### src/rtl/mem_pkg.sv
// Shared encodings and decode helpers for the handshaked memory stage.
package mem_pkg;
    localparam logic [2:0] LSU_B  = 3'b000;
    localparam logic [2:0] LSU_H  = 3'b001;
    localparam logic [2:0] LSU_W  = 3'b010;
    localparam logic [2:0] LSU_D  = 3'b011;
    localparam logic [2:0] LSU_BU = 3'b100;
    localparam logic [2:0] LSU_HU = 3'b101;
    localparam logic [2:0] LSU_WU = 3'b110;

    localparam logic [1:0] CAUSE_MISALIGN = 2'd0;
    localparam logic [1:0] CAUSE_ACCESS   = 2'd1;
    localparam logic [1:0] CAUSE_TIMEOUT  = 2'd2;
    localparam logic [1:0] CAUSE_ILLEGAL  = 2'd3;

    typedef enum logic [1:0] {ST_IDLE, ST_REQ, ST_RSP} state_t;

    // Access size comes from op[1:0]; the low address bits must be zero within that size.
    function automatic logic is_misaligned(input logic [2:0] op, input logic [2:0] addr_lo);
        case (op[1:0])
            2'b00:   return 1'b0;
            2'b01:   return addr_lo[0];
            2'b10:   return |addr_lo[1:0];
            default: return |addr_lo;
        endcase
    endfunction

    function automatic logic is_illegal(input logic ld, input logic st,
                                        input logic [2:0] op, input int xlen);
        if (ld && st)
            return 1'b1;
        if (!ld && !st)
            return 1'b0;
        if (op == 3'b111)
            return 1'b1;
        if (xlen == 32 && (op == LSU_D || op == LSU_WU))
            return 1'b1;
        return 1'b0;
    endfunction
endpackage

### src/rtl/lsu_align.sv
// Combinational lane steering: store byte enables / replicated write data, load extract + extend.
module lsu_align
    import mem_pkg::*;
#(
    parameter int XLEN = 32
) (
    input  logic [2:0]                 i_st_op,
    input  logic [$clog2(XLEN/8)-1:0]  i_st_off,
    input  logic [XLEN-1:0]            i_wdata,
    input  logic [2:0]                 i_ld_op,
    input  logic [$clog2(XLEN/8)-1:0]  i_ld_off,
    input  logic [XLEN-1:0]            i_rdata,
    output logic [XLEN/8-1:0]          o_be,
    output logic [XLEN-1:0]            o_wdata,
    output logic [XLEN-1:0]            o_rdata
);
    localparam int NB = XLEN/8;

    logic [3:0]      w_st_bytes, w_ld_bytes;
    logic [NB-1:0]   w_bm;
    logic [XLEN-1:0] w_shift, w_mask, w_top;
    logic            w_sign;

    always_comb begin
        w_st_bytes = 4'd1 << i_st_op[1:0];
        w_ld_bytes = 4'd1 << i_ld_op[1:0];
        w_bm       = '0;
        w_mask     = '0;
        o_wdata    = '0;
        for (int b = 0; b < NB; b++) begin
            w_bm[b]           = (b < int'(w_st_bytes));
            w_mask[8*b +: 8]  = (b < int'(w_ld_bytes)) ? 8'hFF : 8'h00;
            // Each byte lane repeats the low bytes of the store data at the access granularity.
            o_wdata[8*b +: 8] = i_wdata[8*(b & (int'(w_st_bytes) - 1)) +: 8];
        end
        o_be    = w_bm << i_st_off;
        w_shift = i_rdata >> {i_ld_off, 3'b000};
        w_top   = w_mask & ~(w_mask >> 1);
        w_sign  = !i_ld_op[2] && |(w_shift & w_top);
        o_rdata = (w_shift & w_mask) | (w_sign ? ~w_mask : '0);
    end
endmodule

### src/rtl/mem_stage_hs.sv
// Memory stage between execute and writeback: valid/ready in and out, req/gnt/rvalid data bus.
module mem_stage_hs
    import mem_pkg::*;
#(
    parameter int XLEN    = 32,
    parameter int TIMEOUT = 255
) (
    input  logic              clk_i,
    input  logic              rst_ni,
    input  logic              in_valid_i,
    output logic              in_ready_o,
    input  logic              in_load_i,
    input  logic              in_store_i,
    input  logic [2:0]        lsu_op_i,
    input  logic [XLEN-1:0]   addr_i,
    input  logic [XLEN-1:0]   wr_data_i,
    input  logic [4:0]        rd_idx_i,
    output logic              dmem_req_o,
    output logic              dmem_we_o,
    output logic [XLEN/8-1:0] dmem_be_o,
    output logic [XLEN-1:0]   dmem_addr_o,
    output logic [XLEN-1:0]   dmem_wdata_o,
    input  logic              dmem_gnt_i,
    input  logic              dmem_rvalid_i,
    input  logic              dmem_err_i,
    input  logic [XLEN-1:0]   dmem_rdata_i,
    output logic              out_valid_o,
    input  logic              out_ready_i,
    output logic [XLEN-1:0]   out_rd_data_o,
    output logic [4:0]        out_rd_idx_o,
    output logic              out_we_o,
    output logic              out_exc_o,
    output logic [1:0]        out_cause_o
);
    localparam int NB   = XLEN/8;
    localparam int OFFW = $clog2(NB);

    state_t            r_state;
    logic              r_req, r_dwe, r_is_load, r_full, r_we, r_exc;
    logic [NB-1:0]     r_be;
    logic [XLEN-1:0]   r_addr, r_wdata, r_rd_data;
    logic [2:0]        r_op;
    logic [OFFW-1:0]   r_off;
    logic [4:0]        r_rd, r_rd_idx;
    logic [1:0]        r_cause;
    logic [31:0]       r_cnt;

    logic              w_accept, w_illegal, w_misal, w_mem, w_tmo;
    logic [NB-1:0]     w_be;
    logic [XLEN-1:0]   w_wdata, w_ld_data;

    assign in_ready_o = (r_state == ST_IDLE) && (!r_full || out_ready_i);
    assign w_accept   = in_valid_i && in_ready_o;
    assign w_illegal  = is_illegal(in_load_i, in_store_i, lsu_op_i, XLEN);
    assign w_misal    = (in_load_i || in_store_i) && is_misaligned(lsu_op_i, addr_i[2:0]);
    assign w_mem      = (in_load_i ^ in_store_i) && !w_illegal && !w_misal;
    assign w_tmo      = (TIMEOUT != 0) && (r_cnt >= 32'(TIMEOUT - 1));

    lsu_align #(.XLEN(XLEN)) u_align (
        .i_st_op  (lsu_op_i),
        .i_st_off (addr_i[OFFW-1:0]),
        .i_wdata  (wr_data_i),
        .i_ld_op  (r_op),
        .i_ld_off (r_off),
        .i_rdata  (dmem_rdata_i),
        .o_be     (w_be),
        .o_wdata  (w_wdata),
        .o_rdata  (w_ld_data)
    );

    always_ff @(posedge clk_i or negedge rst_ni) begin
        if (!rst_ni) begin
            r_state   <= ST_IDLE;
            r_req     <= 1'b0;
            r_dwe     <= 1'b0;
            r_be      <= '0;
            r_addr    <= '0;
            r_wdata   <= '0;
            r_op      <= '0;
            r_off     <= '0;
            r_is_load <= 1'b0;
            r_rd      <= '0;
            r_cnt     <= '0;
            r_full    <= 1'b0;
            r_rd_data <= '0;
            r_rd_idx  <= '0;
            r_we      <= 1'b0;
            r_exc     <= 1'b0;
            r_cause   <= '0;
        end else begin
            if (r_full && out_ready_i)
                r_full <= 1'b0;
            case (r_state)
                ST_IDLE: if (w_accept) begin
                    r_cnt <= '0;
                    if (w_mem) begin
                        r_state   <= ST_REQ;
                        r_req     <= 1'b1;
                        r_dwe     <= in_store_i;
                        r_be      <= w_be;
                        r_addr    <= {addr_i[XLEN-1:OFFW], {OFFW{1'b0}}};
                        r_wdata   <= w_wdata;
                        r_op      <= lsu_op_i;
                        r_off     <= addr_i[OFFW-1:0];
                        r_is_load <= in_load_i;
                        r_rd      <= rd_idx_i;
                    end else begin
                        // Pass-through, or a fault detected at decode; the address doubles as fault info.
                        r_full    <= 1'b1;
                        r_rd_data <= addr_i;
                        r_rd_idx  <= rd_idx_i;
                        r_we      <= !(w_illegal || w_misal);
                        r_exc     <= w_illegal || w_misal;
                        r_cause   <= w_illegal ? CAUSE_ILLEGAL : CAUSE_MISALIGN;
                    end
                end
                ST_REQ: begin
                    r_cnt <= r_cnt + 32'd1;
                    if (w_tmo) begin
                        r_req     <= 1'b0;
                        r_state   <= ST_IDLE;
                        r_full    <= 1'b1;
                        r_rd_data <= '0;
                        r_rd_idx  <= r_rd;
                        r_we      <= 1'b0;
                        r_exc     <= 1'b1;
                        r_cause   <= CAUSE_TIMEOUT;
                    end else if (dmem_gnt_i) begin
                        r_req   <= 1'b0;
                        r_state <= ST_RSP;
                    end
                end
                ST_RSP: begin
                    r_cnt <= r_cnt + 32'd1;
                    if (dmem_rvalid_i) begin
                        r_state   <= ST_IDLE;
                        r_full    <= 1'b1;
                        r_rd_data <= (r_is_load && !dmem_err_i) ? w_ld_data : '0;
                        r_rd_idx  <= r_rd;
                        r_we      <= r_is_load && !dmem_err_i;
                        r_exc     <= dmem_err_i;
                        r_cause   <= CAUSE_ACCESS;
                    end else if (w_tmo) begin
                        r_state   <= ST_IDLE;
                        r_full    <= 1'b1;
                        r_rd_data <= '0;
                        r_rd_idx  <= r_rd;
                        r_we      <= 1'b0;
                        r_exc     <= 1'b1;
                        r_cause   <= CAUSE_TIMEOUT;
                    end
                end
                default: r_state <= ST_IDLE;
            endcase
        end
    end

    assign dmem_req_o    = r_req;
    assign dmem_we_o     = r_dwe;
    assign dmem_be_o     = r_be;
    assign dmem_addr_o   = r_addr;
    assign dmem_wdata_o  = r_wdata;
    assign out_valid_o   = r_full;
    assign out_rd_data_o = r_rd_data;
    assign out_rd_idx_o  = r_rd_idx;
    assign out_we_o      = r_we;
    assign out_exc_o     = r_exc;
    assign out_cause_o   = r_cause;
endmodule

### config.mk
export PLATFORM = sky130hd
export DESIGN_NAME = mem_stage_hs
export DESIGN_NICKNAME = d
export VERILOG_FILES = /design/src/rtl/mem_pkg.sv /design/src/rtl/lsu_align.sv /design/src/rtl/mem_stage_hs.sv
export SDC_FILE = /design/constraint.sdc
export NUM_CORES = 1
export LEC_CHECK = 0
export CORE_ASPECT_RATIO = 0.75
export CORE_MARGIN = 4
export CORE_UTILIZATION = 40
export DETAILED_ROUTE_END_ITERATION = 6
export PLACE_DENSITY = 0.69
export SYNTH_ARGS = -nofsm -noshare
export SYNTH_HDL_FRONTEND = slang
export SYNTH_SLANG_ARGS = --single-unit
export TNS_END_PERCENT = 30
### constraint.sdc
create_clock -name clk_i -period 2.96 [get_ports clk_i]
set_clock_uncertainty 0.2 [all_clocks]
set_input_delay 0.592 -clock clk_i [delete_from_list [all_inputs] [get_ports clk_i]]
set_output_delay 0.592 -clock clk_i [all_outputs]
set_load 0.005 [all_outputs]
; ---- Yosys cells after proc, flatten, opt, wreduce, memory -nomap -nowiden
; Cells that the tools add are included.
; W data, S select, Z words.
[totals]
output_inout_bits = 113
register_bits = 155
wordCells = 161
[op_classes]
order_cmp = 9
eq_ne = 12
n_shift = 7
n_bitwise = 7
n_reduce_logical = 36
mux = 71
n_addsub = 2
[ops]
columns = cell, n
row1 = $mux W32, 7
row2 = $and A32 B32 Y32, 3
row3 = $pmux W32 S3, 1
row4 = $pmux W32 S2, 1
row5 = $shiftx A32 B6 Y8, 2
row6 = $mux W1, 35
row7 = $add A32 B1 Y32 const B, 1
row8 = $ge A32 B8 Y1 const B, 1
row9 = $mux W8, 4
row10 = $not A31 Y32, 1
row11 = $not A32 Y32, 1
row12 = $or A32 B32 Y32, 1
row13 = $reduce_or A32 Y1, 1
row14 = $shiftx A32 B5 Y8, 1
row15 = $shr A32 B5 Y32, 1
row16 = $mux W2, 11
row17 = $mux W5, 4
row18 = $lt A1 B4 Y1 const A, 4
row19 = $lt A2 B4 Y1 const A, 4
row20 = $pmux W5 S3, 1
row21 = $pmux W1 S3, 4
row22 = $pmux W2 S3, 2
row23 = $logic_and A1 B1 Y1, 10
row24 = $logic_not A1 Y1, 8
row25 = other kinds (20), 35

; ---- Depth between registers and ports, before layout
[depth]
depth_word = 19
ltp_mapped = 10

; ---- By module
; A second synthesis with hierarchy kept.
[hier_totals]
cells_unflattened = 838
area_unflattened_um2 = 8617.0
[by_module_without_submodules]
columns = mod, cells_per_inst, n_inst, area_each_um2
row1 = mem_stage_hs, 653, 1, 7364.6
row2 = lsu_align, 185, 1, 1252.5

; ---- Worst setup path after synthesis
; No wires, ideal clock.
[synth_path]
kind = input to register
from = input lsu_op_i[1]
to = register r_wdata[23] (netlist: dmem_wdata_o[23])
t_required_ns = 2.624
path_slack_ns = -0.080
stages = 8
t_arrival_ns = 2.704
path_cell_list = buf_2 nor2_1 clkbuf_1 ha_1 clkbuf_1 buf_1 mux2i_1 o21ai_0
[synth_between]
elab_chain_cells = 14
[synth_rtl]
columns = item, line
row1 = start: declaration, mem_stage_hs.sv:14  ; input logic [2:0] lsu_op_i,
row2 = $eq A3 B2 Y1 or $eq A3 B3 Y1 (tied branches), mem_pkg.sv:36  ; if (xlen == 32 && (op == LSU_D || op == LSU_WU))
row3 = $logic_or A1 B1 Y1, mem_pkg.sv:36
row4 = $mux W1 (2 in series), mem_pkg.sv:36
row5 = $mux W1, mem_pkg.sv:34  ; if (op == 3'b111)
row6 = $mux W1, mem_pkg.sv:32  ; if (!ld && !st)
row7 = $mux W1, mem_pkg.sv:38  ; return 1'b0;
row8 = $mux W1, mem_pkg.sv:36
row9 = $mux W1, mem_pkg.sv:34
row10 = $mux W1, mem_pkg.sv:32
row11 = $logic_not A1 Y1, mem_stage_hs.sv:56  ; assign w_mem = (in_load_i ^ in_store_i) && !w_illegal && !w_misal;
row12 = $logic_and A1 B1 Y1 (2 in series), mem_stage_hs.sv:56
row13 = $reduce_and A3 Y1 (no line), -
row14 = end signal: assignment, mem_stage_hs.sv:102  ; r_wdata <= w_wdata;
row15 = end: declaration, mem_stage_hs.sv:41  ; logic [XLEN-1:0] r_addr, r_wdata, r_rd_data;
; Several ways; a longest one is shown, not always the timed one. The select of a mux whose other input is x is not followed.
; A chain may end at the register's enable or synchronous reset.

; ---- Worst setup path after layout
[layout_path]
from = input in_load_i
to = register r_rd_data[11] (netlist: out_rd_data_o[11])
[layout_between]
elab_chain_cells = 14
[layout_rtl]
columns = item, line
row1 = start: declaration, mem_stage_hs.sv:12  ; input logic in_load_i,
row2 = $logic_not A1 Y1, mem_pkg.sv:32
row3 = $logic_and A1 B1 Y1, mem_pkg.sv:32
row4 = $mux W1, mem_pkg.sv:32
row5 = $mux W1, mem_pkg.sv:34
row6 = $mux W1, mem_pkg.sv:36
row7 = $mux W1, mem_pkg.sv:38
row8 = $mux W1, mem_pkg.sv:36
row9 = $mux W1, mem_pkg.sv:34
row10 = $mux W1, mem_pkg.sv:32
row11 = $logic_not A1 Y1, mem_stage_hs.sv:56
row12 = $logic_and A1 B1 Y1, mem_stage_hs.sv:56
row13 = $logic_and A1 B1 Y1 (*), mem_stage_hs.sv:56
row14 = $ne A2 B2 Y1 (no line) (*), -
row15 = $reduce_and A3 Y1 (no line) (*), -
row16 = end signal: assignment, mem_stage_hs.sv:110  ; r_rd_data <= addr_i;
row17 = end signal: assignment, mem_stage_hs.sv:138  ; r_rd_data <= (r_is_load && !dmem_err_i) ? w_ld_data : '0;
row18 = end: declaration, mem_stage_hs.sv:41
; Every way passes the cells marked *; elsewhere a longest branch is shown, timed or not. The select of a mux whose other input is x is not followed.

==> run metrics <==
total of max-cap violations=0; worst hold slack=0.273 ns; drt first pass iters=5; drt via density=5.50; share of the synthesized area in the top cell type=48.4%; WL final=26.7 mm; Req. time, crit path=3.13 ns; Crit path largest cell delay=0.48 ns; GP Congestion=0.901; Mapped Avg Cell Area=9.23 sq um; Seq/Total Area, Yosys=48.4%; Leak=4.96 nW; starting density of the core=41.0%; Clock Tree Root=clkbuf_16; Row Count=44; Comb power frac=45.6%; Post-DRT Antenna Nets=0; Netlist cell types=62; startpoint types=primary input; Setup-failing EPs final=0; DRT iter0 DRCs=671; RSZ-0062 raised after global routing=yes; worst path buffer plus inverter count=4; core region area=0.0195 sq mm; Max H-tree Level=4; switching share of power=35.6%; cell repeated most along the worst path=buf_4; sequential power share=33.4%; fin crit period=2.92 ns; synthesis-stage register bit count=155; vias in the first global route=7466; # fillers=1699; Crit Path Max Fanout=28; share of layout cells above drive strength 1=10.2%; Crit Path Class=in -> reg; worst skew pair latency=0.43 ns; Int Pwr=6.74 mW; R2R Setup Slk=0.31 ns; Worst IR Drop VDD=0.000419 V; top-count cell post-synth=nand2_1; Least-Margin Pin Slew=0.594 ns; Die Y-Extent=131 microns; Warnings, synthesis=0; Final Hold Fails=0; dpl hpwl=19.5 mm; initial antenna violation count=0; fraction of registers with async set or reset after synthesis=100%; Slew headroom=60.3%; Post-Syn Instances=869; Clock Power Share=21.0%; diode count=0; Port Buffer Count=223; clk buf depth=2; Switching Power=3.72 mW; # nets final=1229; setup ws final=0.0377 ns; number of CTS-inserted buffers=17; gr ovfl total=0; CTS tree=done; outcome=completed; crit path capture type=register; GRT Util Overall=23.9%; crit path cell chain=clkdlybuf4s50_1 > inv_1 > ha_1 > nand2b_1 > o21ba_2 > a311o_2 > buf_4 > nor3_1 > buf_4 > a221o_1; first-pass GRT wire length=41.8 mm; Routed WL per cell=19.5 microns; Setup WS pre-CTS=-0.456 ns; Mapped Area=0.00802 sq mm; DR DRC count=0; Die Span X=171 microns; max-slew violations=0; Critical Path Slowest Stage Cell=clkdlybuf4s50_1; register area=0.00388 sq mm; CTS Sinks=155; class of the worst hold path=reg -> reg; Post-synth EDFFs=0; f_max=342 MHz; Layout area overhead=43.0%; Synth top cells by count=nand2_1, dfrtp_1, o21ai_0; PwrDens=912 mW/mm^2; area leader, netlist=dfrtp_1; Main synth FF type=dfrtp_1; largest net degree at the start of global routing=66; die area=0.0224 sq mm; Multi-input gate area=0.00382 sq mm; clock-pin slew on the worst setup and hold paths=0.06 ns; ranking of synthesized cells by area=dfrtp_1, nand2_1, a221o_1; via count=7529; IO Count=226; WP data arrival=3.09 ns; Top delay family on crit path=buffers and inverters; Final period util=98.7%
## tightest hold or removal path, stage by stage (launching register included)
cell	delay, ns
dfrtp_1	0.34
nand2_1	0.05
nand2_1	0.05
## logic make-up (layout without fill, tap and decap cells)
logic type	Yosys count	count (layout)	share of synthesized area, %
AOI/OAI and AO/OA	190	190	16.8
adders and majority gates	10	10	1.56
muxes	43	43	5.70
DFF	155	155	48.4
buffers and inverters	82	329	4.12
other	1	2	0.0468
xor gates and xnor gates	19	19	2.08
and+or+nand+nor	369	369	21.4
## sequential cells by signal, indices dropped and copies added (netlist names)
register / cells
out_valid_o: 1
r_is_load: 1
dmem_we_o: 1
out_cause_o: 2
dmem_be_o: 4
out_rd_data_o: 32
r_cnt: 32
out_exc_o: 1
dmem_req_o: 1
r_off: 2
dmem_wdata_o: 32
out_rd_idx_o: 5
out_we_o: 1
r_op: 3
r_rd: 5
dmem_addr_o: 30
r_state: 2
## cell type report
cell class | instances | area share, %
clock buffers | 18 | 3.83
well taps | 253 | 2.76
repair buffers | 282 | 24.5
multi-input cells | 633 | 33.3
flip-flops and latches | 155 | 33.8
inverters | 17 | 0.557
clock inverters | 12 | 1.22
## final timing paths
path | startpoint | end | cells after the start
worst max-delay path | in_load_i | out_rd_data_o[11]$_DFFE_PN0P_ | 10
worst min-delay path | dmem_addr_o[19]$_DFFE_PN0P_ | dmem_addr_o[19]$_DFFE_PN0P_ | 2
worst max register to register | r_state[1]$_DFFE_PN0P_ | r_cnt[11]$_DFFE_PN0P_ | 7
worst min register to register | dmem_addr_o[19]$_DFFE_PN0P_ | dmem_addr_o[19]$_DFFE_PN0P_ | 2
max in group asynchronous | rst_ni | out_rd_data_o[13]$_DFFE_PN0P_ | 3
min in group asynchronous | rst_ni | dmem_wdata_o[20]$_DFFE_PN0P_ | 2
## per-stage QoR
stage	std cells	TNS [ns]	cell area (sq um)	utilization, %	power [mW]
finish	1370	0	11500	58.7	10.5
detailed placement	1339	-10.30	10900	55.6	8.24
CTS	1370	0	11500	58.6	10.5
global route	1370	-0.558	11500	58.7	11.1
global placement	1339	-8.17	10900	55.6	8.19
floorplan	870	0	8020	-	5.53
## routing by layer
| metal | track usage, % | wire length, microns |
|---|---|---|
| met2 | 33.9 | 11200 |
| met5 | 0 | 0 |
| met4 | 5.92 | 371 |
| met3 | 8.33 | 2470 |
| met1 | 35.1 | 12600 |
## repair_timing
| action | in CTS | in global routing |
|---|---|---|
| gates resized for setup | 1 | 2 |
| hold buffers | 1 | 0 |
| hold endpoints to repair | 46 | 0 |
| setup endpoints to repair | 1 | 14 |
| setup buffers | 0 | 0 |
## power by group through the flow
stage	clock network (mW)	registers [mW]	logic (mW)
global placement	0	3.49	4.69
detailed placement	0	3.49	4.75
floorplan	0	3.45	2.09
finish	2.19	3.49	4.77
CTS	2.23	3.49	4.77
global route	2.31	3.59	5.21
## layout by cell type (no fill, tap or decap), types with 16 or more instances in the layout
| cell | instances |
|---|---|
| clkdlybuf4s50_1 | 222 |
| dfrtp_1 | 155 |
| nor4_1 | 17 |
| clkbuf_16 | 17 |
| buf_4 | 48 |
| o21ai_0 | 53 |
| a221o_1 | 35 |
| xnor2_1 | 16 |
| nor2_1 | 34 |
| inv_1 | 16 |
| a21oi_1 | 33 |
| nand2_1 | 217 |
| mux2i_1 | 31 |
| a2111oi_0 | 16 |
Note: power is estimated with default switching activity, not from simulation.
==> RTL change: new RTL, same flow settings <==
`XLEN` is set to 32 in 2 places; all go to 128.
--- a/src/rtl/lsu_align.sv
+++ b/src/rtl/lsu_align.sv
@@ -2,7 +2,7 @@
 module lsu_align
     import mem_pkg::*;
 #(
-    parameter int XLEN = 32
+    parameter int XLEN = 128
 ) (
     input  logic [2:0]                 i_st_op,
     input  logic [$clog2(XLEN/8)-1:0]  i_st_off,
--- a/src/rtl/mem_stage_hs.sv
+++ b/src/rtl/mem_stage_hs.sv
@@ -2,7 +2,7 @@
 module mem_stage_hs
     import mem_pkg::*;
 #(
-    parameter int XLEN    = 32,
+    parameter int XLEN    = 128,
     parameter int TIMEOUT = 255
 ) (
     input  logic              clk_i,
Interface: changed (7 resized); port bits go from 226 to 814. No check against the original RTL was run, so the function may have changed too.
==> RTL change against the original RTL <==
  * The flow now finishes with violations (setup timing)
  * Design area grew to 2.9 times the old value
  * Setup slack got worse by 0.26 ns
  * Non-clock buffer count is 708 higher
  * Sequential cell count grew 236
  * Critical path depth increased by 1
  * Routed wire length rose to 3.7 times the old value
  * Highest routed layer is now met5
  * Area after synthesis grew to 2.8 times the old value
  * Total power increased to 3.6 times the old value
  * Maximum frequency down 8.3%
  * Sequential share of layout area down 4.8 points
  * Largest power group unchanged
==> RTL change: results (changes against the original RTL) <==
MIN_FROM='dmem_be_o[6]$_DFFE_PN0P_'
VIOLATIONS='setup timing'
POST_SYNTH_NUM_CELL_TYPES=71  # +15%
POWER_FRAC_CLOCK_PCT=15.3  # -5.7 points
CRITICAL_PATH.MAX_STAGE_DELAY_NS=0.55  # +0.07 ns
DRIVE_ABOVE_1_SHARE_PCT=15.8  # +5.6 points
FIRST_GLOBAL_VIAS=22400  # +200%
WORST_SLACK_NS=-0.227  # -0.265 ns
CRITICAL_PATH.TOP_DELAY_FAMILY='multiplexers'
HPWL_UM=75500  # +290%
DRT-INITIAL-DRC-COUNT=2237  # +230%
CPMAXSTAGEDELAYCELL='dfrtp_4'
GP_CONGESTION=0.952  # +5.6%
RUN_STATUS='complete, but fails checks'
FIN_NETS=3601  # +190%
CTS-BUFFERS-INSERTED=43  # +26
CLOCK_INSERTION_DELAY_WORST_SKEW_NS=0.58  # +0.15 ns
CRITPATHMAXFANOUT=13  # -54%
SETUP-VIOLATIONS-FINAL=93  # +93
NUMPORTBUFFERS=745  # +230%
PERIOD_UTILIZATION_POST_ROUTE_PCT=108  # +8.9 points
GRT_MAX_DEGREE=75  # +14%
CP.ARRIVAL_NS=3.45  # +0.36 ns
YOSYS-TOP-CELLS-AREA='dfrtp_1, nand2_1, mux2i_1, mux4_2, a21oi_1'
FILLERINSTANCES=4737  # +180%
RTL change: changes by cell type in the layout (fill, tap and decap cells not counted), moves of 94 or more:
cell,before,now
mux2i_1,31,125
buf_4,48,197
clkdlybuf4s50_1,222,743
nand2_1,217,581
dfrtp_1,155,387
a21oi_1,33,181
RTL change: kinds of logic after synthesis:
kind of cell / count (synthesis) / share of synthesized area (%)
AND/OR/NAND/NOR: 823 / 15.1
AO/OA/AOI/OAI: 665 / 20.8
flip-flops: 391 / 43.1
buffers and inverters: 290 / 6.69
multiplexers: 218 / 12.7
XOR/XNOR: 27 / 1.04
adder cells (fa/ha/maj): 10 / 0.552
other: 1 / 0.0165
RTL change: worst reg2reg max path, delay by kind of cell (launching register included):
family,cells,cell delay [ns]
flops,1,0.55
simple gates,2,0.21
compound gates,3,0.69
mux,2,0.81
buf+inv,4,0.62
RTL change: layout make-up:
class | instances | area (µm²) | area share [%]
sequential | 391 | 9790 | 29.0
antenna | 11 | 27.5 | 0.0815
timing repair buffer | 990 | 9900 | 29.3
multi-input combinational | 1747 | 11600 | 34.3
clock inverter | 16 | 250 | 0.741
tap | 731 | 915 | 2.71
inverter | 17 | 63.8 | 0.189
clock buffer | 60 | 1240 | 3.67
RTL change: what timing repair did:
action,4_1_cts,5_1_grt
gates cloned,3,3
setup endpoints to repair,101,123
gates resized for setup,26,41
pin swaps,3,6
buffers inserted,8,2
hold buffers,1,0
endpoints found under the hold margin,40,0
RTL change: worst paths after layout:
| kind | slack, ns | cells past startpoint | endpoint |
|---|---|---|---|
| max in group asynchronous | 1.39 | 3 | r_off[0]$_DFFE_PN0P_ |
| worst min-delay path | 0.27 | 2 | dmem_be_o[6]$_DFFE_PN0P_ |
| worst min register to register | 0.27 | 2 | dmem_be_o[6]$_DFFE_PN0P_ |
| worst max register to register | -0.23 | 11 | out_rd_data_o[86]$_DFFE_PN0P_ |
| min in group asynchronous | 0.33 | 2 | dmem_addr_o[54]$_DFFE_PN0P_ |
| worst max-delay path | -0.23 | 11 | out_rd_data_o[86]$_DFFE_PN0P_ |
RTL change: metal layers:
layer	track usage [%]	wire (µm)	part of all wire, %	vias up
met1	42.7	41100	42	11300
met2	46.3	43500	44	1236
li1	-	-	-	10200
met5	0	70	0.071	-
met3	9.62	10200	10	201
met4	12.0	3880	3.9	10
RTL change: per-stage QoR:
stage / instance area (µm²) / hold slack (ns) / power (mW) / setup slack [ns] / instances
3_5_place_dp: 31800 / 0.255 / 30.8 / -0.776 / 3859
3_3_place_gp: 31800 / 0.257 / 30.4 / -0.752 / 3859
4_1_cts: 33500 / 0.269 / 37.1 / -0.230 / 3947
6_report: 33800 / 0.265 / 37.6 / -0.227 / 3963
2_1_floorplan: 22700 / 0.0964 / 20.0 / 0.0208 / 2428
5_1_grt: 33800 / 0.291 / 39.6 / -0.321 / 3962
